==> src/rtl/red_pitaya_bus_master.sv <==
// rtl/red_pitaya_bus_master.sv - queued single-outstanding register bus master with ack timeout
module red_pitaya_bus_master #(
    parameter int TIMEOUT   = 16,
    parameter int CMD_DEPTH = 4
) (
    input  logic        clk_i,
    input  logic        rstn_i,
    input  logic        cmd_valid_i,
    output logic        cmd_ready_o,
    input  logic        cmd_write_i,
    input  logic [31:0] cmd_addr_i,
    input  logic [31:0] cmd_wdata_i,
    output logic        rsp_valid_o,
    input  logic        rsp_ready_i,
    output logic [31:0] rsp_rdata_o,
    output logic        rsp_err_o,
    output logic        rsp_timeout_o,
    output logic [31:0] sys_addr_o,
    output logic [31:0] sys_wdata_o,
    output logic [3:0]  sys_sel_o,
    output logic        sys_wen_o,
    output logic        sys_ren_o,
    input  logic [31:0] sys_rdata_i,
    input  logic        sys_err_i,
    input  logic        sys_ack_i,
    output logic        busy_o
);

    localparam int AW = $clog2(CMD_DEPTH);
    localparam int CW = $clog2(TIMEOUT + 1);

    typedef enum logic [1:0] {IDLE, ISSUE, WAIT, RESP} state_t;

    state_t state_q, state_d;

    logic [64:0]   fifo_mem [CMD_DEPTH];
    logic [AW:0]   wr_ptr_q, rd_ptr_q;
    logic          full, empty, push, pop;
    logic          hd_write;
    logic [31:0]   hd_addr, hd_wdata;

    logic          op_write_q;
    logic [31:0]   addr_q, wdata_q;
    logic [CW-1:0] cnt_q;
    logic          cnt_clr, cnt_inc, cap_ack, cap_to;
    logic [31:0]   rsp_rdata_q;
    logic          rsp_err_q, rsp_timeout_q;

    // Extra pointer bit distinguishes full from empty when the indices match.
    assign empty = (wr_ptr_q == rd_ptr_q);
    assign full  = (wr_ptr_q[AW] != rd_ptr_q[AW]) && (wr_ptr_q[AW-1:0] == rd_ptr_q[AW-1:0]);
    assign cmd_ready_o = rstn_i & ~full;
    assign push = cmd_valid_i & cmd_ready_o;
    assign {hd_write, hd_addr, hd_wdata} = fifo_mem[rd_ptr_q[AW-1:0]];

    always_ff @(posedge clk_i) begin
        if (push) begin
            fifo_mem[wr_ptr_q[AW-1:0]] <= {cmd_write_i, cmd_addr_i, cmd_wdata_i};
        end
    end

    always_ff @(posedge clk_i or negedge rstn_i) begin
        if (!rstn_i) begin
            wr_ptr_q <= '0;
            rd_ptr_q <= '0;
        end else begin
            if (push) wr_ptr_q <= wr_ptr_q + 1'b1;
            if (pop)  rd_ptr_q <= rd_ptr_q + 1'b1;
        end
    end

    always_ff @(posedge clk_i or negedge rstn_i) begin
        if (!rstn_i) state_q <= IDLE;
        else         state_q <= state_d;
    end

    always_comb begin
        state_d = state_q;
        pop     = 1'b0;
        cnt_clr = 1'b0;
        cnt_inc = 1'b0;
        cap_ack = 1'b0;
        cap_to  = 1'b0;
        case (state_q)
            IDLE: begin
                if (!empty) begin
                    pop     = 1'b1;
                    state_d = ISSUE;
                end
            end
            ISSUE: begin
                cnt_clr = 1'b1;
                state_d = WAIT;
            end
            WAIT: begin
                // An ack on the last allowed cycle still wins over the timeout.
                if (sys_ack_i) begin
                    cap_ack = 1'b1;
                    state_d = RESP;
                end else if (cnt_q == CW'(TIMEOUT - 1)) begin
                    cap_to  = 1'b1;
                    state_d = RESP;
                end else begin
                    cnt_inc = 1'b1;
                end
            end
            RESP: begin
                if (rsp_ready_i) state_d = IDLE;
            end
            default: state_d = IDLE;
        endcase
    end

    always_ff @(posedge clk_i or negedge rstn_i) begin
        if (!rstn_i) begin
            op_write_q    <= 1'b0;
            addr_q        <= '0;
            wdata_q       <= '0;
            cnt_q         <= '0;
            rsp_rdata_q   <= '0;
            rsp_err_q     <= 1'b0;
            rsp_timeout_q <= 1'b0;
        end else begin
            if (pop) begin
                op_write_q <= hd_write;
                addr_q     <= hd_addr;
                wdata_q    <= hd_wdata;
            end
            if (cnt_clr)      cnt_q <= '0;
            else if (cnt_inc) cnt_q <= cnt_q + CW'(1);
            if (cap_ack) begin
                rsp_err_q     <= sys_err_i;
                rsp_rdata_q   <= op_write_q ? 32'h0 : sys_rdata_i;
                rsp_timeout_q <= 1'b0;
            end else if (cap_to) begin
                rsp_err_q     <= 1'b0;
                rsp_rdata_q   <= 32'h0;
                rsp_timeout_q <= 1'b1;
            end
        end
    end

    assign sys_addr_o    = addr_q;
    assign sys_wdata_o   = wdata_q;
    assign sys_sel_o     = 4'hF;
    assign sys_wen_o     = (state_q == ISSUE) &  op_write_q;
    assign sys_ren_o     = (state_q == ISSUE) & ~op_write_q;
    assign rsp_valid_o   = (state_q == RESP);
    assign rsp_rdata_o   = rsp_rdata_q;
    assign rsp_err_o     = rsp_err_q;
    assign rsp_timeout_o = rsp_timeout_q;
    assign busy_o        = (state_q != IDLE) | ~empty;

endmodule

==> config.mk <==
export PLATFORM = sky130hd
export DESIGN_NAME = red_pitaya_bus_master
export DESIGN_NICKNAME = d
export VERILOG_FILES = /design/src/rtl/red_pitaya_bus_master.sv
export SDC_FILE = /design/constraint.sdc
export NUM_CORES = 1
export LEC_CHECK = 0
export BUFFER_PORTS_ARGS = -buffer_cell sky130_fd_sc_hd__buf_2
export CAP_MARGIN = 10
export CORE_MARGIN = 8
export CORE_UTILIZATION = 56
export DETAILED_ROUTE_END_ITERATION = 10
export GPL_ROUTABILITY_DRIVEN = 0
export PLACE_DENSITY = 0.81
export SYNTH_ARGS = -nofsm -noshare
export SYNTH_HDL_FRONTEND = slang
export SYNTH_SLANG_ARGS = --single-unit
==> constraint.sdc <==
create_clock -name clk_i -period 3.6 [get_ports clk_i]
set_input_delay 0.54 -clock clk_i [delete_from_list [all_inputs] [get_ports clk_i]]
set_output_delay 0.54 -clock clk_i [all_outputs]
set_load 0.005 [all_outputs]
Word-level counts from Yosys, hierarchy flattened --
Memories as Yosys holds them, arrays and structs flattened. A register that Yosys moved wholly into a read port is not among the register bits. Cells that the tools add are included.
Cells by class: reduce and logical (&&, ||, !) cells 7, add/subtract/negate cells 3, eq/ne operators 10, bitwise logic cells 8, mux-type cells 27
Operator list (count):
- $mux 32 | 3
- $mux 1 | 17
- $mux 5 | 2
- $mux 2 | 4
- $pmux 2 s4 | 1
- $add 3x1->3 const B | 2
- $reduce_bool 2->1 | 3
- $add 5x1->5 const B | 1
- $eq 5x4->1 const B | 1
- $and 1x1->1 | 4
- $eq 2x2->1 const B | 2
- $eq 3x3->1 | 1
- $ne 3x3->1 const B | 1
- $not 1->1 | 3
- $reduce_and 3->1 | 1
- $eq 2x1->1 const B | 1
- $eq 2x2->1 | 1
- $logic_not 2->1 | 1
- $ne 2x1->1 const B | 1
- $ne 2x2->1 const B | 1
- $logic_and 1x1->1 | 1
- $logic_not 1->1 | 1
- $ne 1x1->1 | 1
- $or 1x1->1 | 1
Storage, ports and cells: memories 1, output and inout port bits 107, RAM bits 260, register bits after elaboration 47, input bits 103, logic and storage cells 63
Memories:
- fifo_mem | words 4, bits a word 65, read ports 1, clocked after Yosys merged registers in 1, write ports 1, RTL line 36 | logic [64:0] fifo_mem [CMD_DEPTH];

Depth between registers and ports, before layout --
Gate-level depths: netlist of run 1.
word-level depth 7, mapped depth 7

Worst setup path before layout of run 1 --
No wires, ideal clock.
kind register to register, start register rd_ptr_q[0], end memory fifo_mem[3][0], enable pin, library setup time 0.431 ns, data arrival time 2.662 ns, required time 3.169 ns, path slack 0.506 ns, period minus slack after synthesis 3.094 ns, path buffers 1, cell stages (with the launch flop) 5, cell sequence dfrtp_1 -> buf_2 -> xnor2_1 -> a31oi_1 -> and2_1
Between the ends: word-level cells in the longest chain between the ends 7
RTL lines:
- start: declaration | RTL line 37 | logic [AW:0] wr_ptr_q, rd_ptr_q;
- start signal: assignment | RTL line 68 | if (pop) rd_ptr_q <= rd_ptr_q + 1'b1;
- $eq 2x2->1 | RTL line 51 | assign full = (wr_ptr_q[AW] != rd_ptr_q[AW]) && (wr_ptr_q[AW-1:0] == rd_ptr_q[AW-1:0]);
- $logic_and 1x1->1 | RTL line 51
- $not 1->1 | RTL line 52 | assign cmd_ready_o = rstn_i & ~full;
- $and 1x1->1 | RTL line 52
- $and 1x1->1 | RTL line 53 | assign push = cmd_valid_i & cmd_ready_o;
- $mux 1 | RTL line 57 | if (push) begin
- $mux 1 (not written as such) | RTL line 58 | fifo_mem[wr_ptr_q[AW-1:0]] <= {cmd_write_i, cmd_addr_i, cmd_wdata_i};
- end: declaration | RTL line 36
No other way between the ends.

Final worst setup path of run 1 --
start register rd_ptr_q[0], end memory fifo_mem[3][62], enable pin
The elaborated chain is that of the path after synthesis.

==> results of run 1 <==
## worst paths after layout
path,startpoint,slack [ns],cells after the start,to
setup / recovery,rd_ptr_q[0]$_DFFE_PN0P_,0.91,4,fifo_mem[3][62]$_DFFE_PP_
hold / removal,rstn_i,0.15,2,sys_addr_o[21]$_DFFE_PN0P_
setup reg to reg,rd_ptr_q[0]$_DFFE_PN0P_,0.91,4,fifo_mem[3][62]$_DFFE_PP_
hold reg to reg,sys_wdata_o[29]$_DFFE_PN0P_,0.48,1,sys_wdata_o[29]$_DFFE_PN0P_
max in group asynchronous,rstn_i,1.99,3,rd_ptr_q[1]$_DFFE_PN0P_
min in group clk_i,cmd_wdata_i[17],0.24,1,fifo_mem[2][17]$_DFFE_PP_
## cell usage in the layout (no fill, tap or decap), types with 5 or more instances in the layout
cell type	synthesis	layout
mux2_1	18	18
clkinvlp_4	0	6
buf_2	8	204
dfrtp_1	112	110
buf_4	4	7
a22o_1	32	32
edfxtp_1	260	260
mux2_2	49	49
buf_12	0	5
clkbuf_1	12	8
clkbuf_16	0	40
nor2_1	8	7
inv_1	9	9
ha_1	12	12
mux4_2	65	65
xor2_1	5	5
xnor2_1	6	6
## power breakdown
group / internal, mW / leakage (nW) / switching [mW]
combinational: 1.99 / 1.99 / 1.79
sequential: 5.57 / 3.73 / 0.475
clock: 2.34 / 0.602 / 1.57
total: 9.91 / 6.32 / 3.83
## layer usage
metal | share of wire [%] | routed length [um]
met1 | 41 | 11720
met2 | 50 | 14320
met3 | 6.7 | 1914
met4 | 2.5 | 709
met5 | 0.094 | 27
## cells by family (layout without fill, tap and decap cells)
group / count (synthesis) / in the layout / share of synthesized area [%]
other cells: 1 / 5 / 0.02717
mux: 133 / 133 / 16.15
fa+ha+maj: 12 / 12 / 1.088
compound gates: 42 / 42 / 2.520
xor+xnor: 11 / 11 / 0.6981
buf+inv: 41 / 295 / 1.732
simple gates: 24 / 24 / 0.9066
flops: 372 / 372 / 76.88
## sequential cells by signal (all words and copies together), names as in the netlist
signal / count
cnt_q: 5
rd_ptr_q: 3
state_q: 2
rsp_timeout_o: 1
sys_addr_o: 32
fifo_mem: 260
rsp_err_o: 1
op_write_q: 1
sys_wdata_o: 32
rsp_rdata_o: 32
wr_ptr_q: 3
## metrics by stage
stage                     util, %  setup slack (ns)
after global routing        68.04            0.6926
after detailed placement    62.76            0.9015
after CTS                   67.98            0.8861
after global placement      62.76             1.020
after floorplan                 -            0.5061
final                       68.05            0.9092
## area by class of cell
type | instances | share of cell area [%]
antenna | 1 | 0.01516
clock buffer | 52 | 6.581
clock inverter | 17 | 1.092
inverter | 9 | 0.2047
multi-input combinational | 226 | 18.11
sequential | 372 | 64.34
tap | 324 | 2.457
timing repair buffer | 217 | 7.203
==> qor.csv, run 1 <==
metric,value,unit
clockBufferDepth,3,
insertion_delay,0.52,ns
grt_pass1_wl,44440,um
period_share,74.74,%
avgSynthCellArea,21.70,sq um
grt-busiest-layer,met2,
vias,6834,
ant_nets,0,
critPathTopFamily,flip-flops,
final_cells,1218,
timing.hold.ws,0.1544,ns
cts_hold_buf,0,
synth.most_common_cell,edfxtp_1,
fin_skew,0.02074,ns
core_area,24250,sq um
met1_usage,24.64,%
worst_setup_path_end_kind,flip-flop,
setup_violations,0,
post_cts_buffers,0,
die-area,29920,sq um
cp_slowest_cell,dfrtp_4,
syn_inst,636,
synthTopCellsByCount,"edfxtp_1 (260), dfrtp_1 (112), mux4_2 (65)",
dp_hpwl,17600,um
cp_max_fo,37,
nFillCells,1534,
first_pass_iters,4,
clockRootBuffer,clkbuf_16,
cts_buffers,38,
regArea,10620,sq um
rsz0062_at_grt,no,
synth_edf_count,260,
fmax,0.3716,GHz
synthFlopType,edfxtp_1,
hold_class,in -> async,
final_cell_area,16500,sq um
vdd_drop_max,0.5485,mV
die_y,173.0,um
final_nets,979,
crit_chain,"xnor2_1, a31oi_1, and2_4, buf_12",
worstMarginPinSlew,0.9831,ns
p_per_area,832.1,nW/um^2
wl,28690,um
multi_input_comb_area,2988,sq um
syn_area,13800,sq um
grt_pass1_vias,7373,
ios,210,
crit_type,reg -> reg,
drive_gt1_share,44.79,%
drc_errors,0,
ys.warnings.count,0,
ys_types,33,
area_growth,19.57,%
status,finished clean,
wire_per_inst,23.56,um
grt_overflow,0,
clk_pin_slew,0.06,ns
cts_sinks,372,
critical_path_buf_inv_count,1,
total_leakage_power,6.317,nW
via_per_inst,5.611,
synth_top_area_cell,edfxtp_1,
ys_seq_elements,372,
io_buffers,205,
cp.arrival,2.89,ns
grt_max_degree,69,
synthArstFlopShare,30.11,%
initial_core_util,56.91,%
p_total,13.73,mW
grt_use_met3,4.988,%
track_usage,19.16,%
tns,0,ns
report.final.slew_viol_count,0,
row_count,57,
dp.cells,1147,
drv_cap,0,
seq_area_frac_synth,76.88,%
slew-limit-headroom,34.46,%
slowest_delay,0.63,ns
die_width,173.0,um
cp.required,3.80,ns
synth_area_leaders,"edfxtp_1 (57%), dfrtp_1 (20%), mux4_2 (11%)",
cts_tree,built,
drt-initial-drc-count,466,
hold_violations,0,
postCtsResizedCells,0,
start_kind,flip-flop,
synth_top_area_share,56.57,%
antenna_found_initial,2,
min_period,2.691,ns
htree_levels,2,
gr-usage-met2,31.74,%
placed_area,15220,sq um
Note: power is estimated with default switching activity, not from simulation.
==> run 2, diff against run 1 <==
clock period = 2.7 ns   (was 3.6 ns; I/O delays follow)
==> run 2 against run 1 <==
  * Critical endpoint is now busy_o
  * Combinational power grew 37%
  * Wire length shrank 3.9%
  * Cell count grew 0.82%
  * The run now ends with hold timing left
==> qor.csv, run 2 (synthesis gave the netlist of run 1 again) <==
metric,value,unit
dp_hpwl,17090,um
p_total,18.52,mW
initial_core_util,56.91,%
antenna_cells,0,
status,"finished, violations left",
largest_reg_flops,260,
die_width,173.0,um
first_pass_iters,4,
startpoint,rd_ptr_q[0]$_DFFE_PN0P_,
cp.arrival,1.97,ns
row_count,57,
report.final.slew_viol_count,0,
worstMarginPinSlew,0.6640,ns
wire_per_inst,22.45,um
postCtsResizedCells,0,
cts_buffers,38,
hold_violations,10,
clockBufferDepth,3,
final_nets,990,
clockRootBuffer,clkbuf_16,
area_growth,20.62,%
die-area,29920,sq um
htree_levels,2,
critical_path_buf_inv_count,1,
final_common_cell,edfxtp_1,
clk_pin_slew,0.06,ns
grt_overflow,0,
slowest_delay,0.49,ns
antenna_found_initial,4,
fmax,0.4219,GHz
drive_gt1_share,45.35,%
insertion_delay,0.51,ns
cp_slowest_cell,dfrtp_4,
grt_pass1_wl,43460,um
rsz0062_at_grt,no,
r2r_start,rd_ptr_q[0]$_DFFE_PN0P_,
cp.required,2.30,ns
crit_type,reg -> out,
core_area,24250,sq um
hold_class,in -> async,
die_y,173.0,um
total_leakage_power,6.423,nW
vdd_drop_max,0.6826,mV
nFillCells,1562,
grt_max_degree,114,
preCtsSetupSlack,0.5566,ns
p_per_area,1113,nW/um^2
fin_skew,0.01112,ns
violations,hold timing,
drv_cap,0,
ios,210,
vias,6831,
track_usage,18.45,%
slew-limit-headroom,55.73,%
setup_violations,0,
setup_ws,0.3297,ns
crit_chain,"xnor2_1, nand4_1, buf_2",
period_share,87.79,%
post_cts_buffers,0,
worst_setup_path_end_kind,primary output,
post-route-util,68.65,%
final_cell_mix,"edfxtp_1 (260), buf_2 (204), dfrtp_1 (110)",
min_period,2.370,ns
wl,27570,um
drt-initial-drc-count,462,
cts_sinks,372,
tns,0,ns
cp_max_fo,4,
cts_tree,built,
via_per_inst,5.563,
ant_nets,0,
critPathTopFamily,flip-flops,
grt_pass1_vias,7513,
timing.hold.ws,-0.02339,ns
cts_hold_buf,0,
start_kind,flip-flop,
drc_errors,0,
io_buffers,205,
## run 2: changes by cell type in the layout (fill, tap and decap cells not counted), moves of 3 or more
cell,delta
buf_12,+3
buf_4,+9
clkinv_1,+3
clkinvlp_4,-5
## run 2: final cells by class
| class | count | area, sq um | area share [%] |
|---|---|---|---|
| Clock inverter | 18 | 219.0 | 1.315 |
| Multi-Input combinational cell | 226 | 2988 | 17.95 |
| Tap cell | 324 | 405.4 | 2.435 |
| Clock buffer | 51 | 1081 | 6.494 |
| Inverter | 9 | 33.78 | 0.2029 |
| Sequential cell | 372 | 10620 | 63.79 |
| Timing Repair Buffer | 228 | 1301 | 7.817 |
## run 2: path summary, 6_finish.rpt
path	endpoint	cells past startpoint	slack, ns
max	busy_o	3	0.33
min	sys_addr_o[6]$_DFFE_PN0P_	2	-0.02
max reg2reg	sys_addr_o[19]$_DFFE_PN0P_	4	0.49
min reg2reg	sys_wdata_o[30]$_DFFE_PN0P_	1	0.48
max in group asynchronous	rd_ptr_q[0]$_DFFE_PN0P_	2	2.17
min in group clk_i	fifo_mem[2][23]$_DFFE_PP_	1	0.10
## run 2: stage by stage
| stage | cells | area [sq um] |
|---|---|---|
| final | 1228 | 16650 |
| after global routing | 1228 | 16650 |
| after CTS | 1228 | 16650 |
| after detailed placement | 1159 | 15350 |
| after global placement | 1159 | 15350 |
| after floorplan | 639 | 13820 |
## run 2: where the power goes
part / switching (mW) / internal, mW
sequential: 0.577 / 7.43
clock: 2.06 / 3.29
combinational: 2.43 / 2.74
## run 2: per-layer routing
metal | up-vias | routed length, um | GRT usage (%)
li1 | 3020 | - | -
met1 | 3522 | 11610 | 23.38
met5 | - | 52 | 0
met3 | 45 | 1864 | 5.337
met4 | 8 | 429 | 4.168
met2 | 236 | 13610 | 31.25
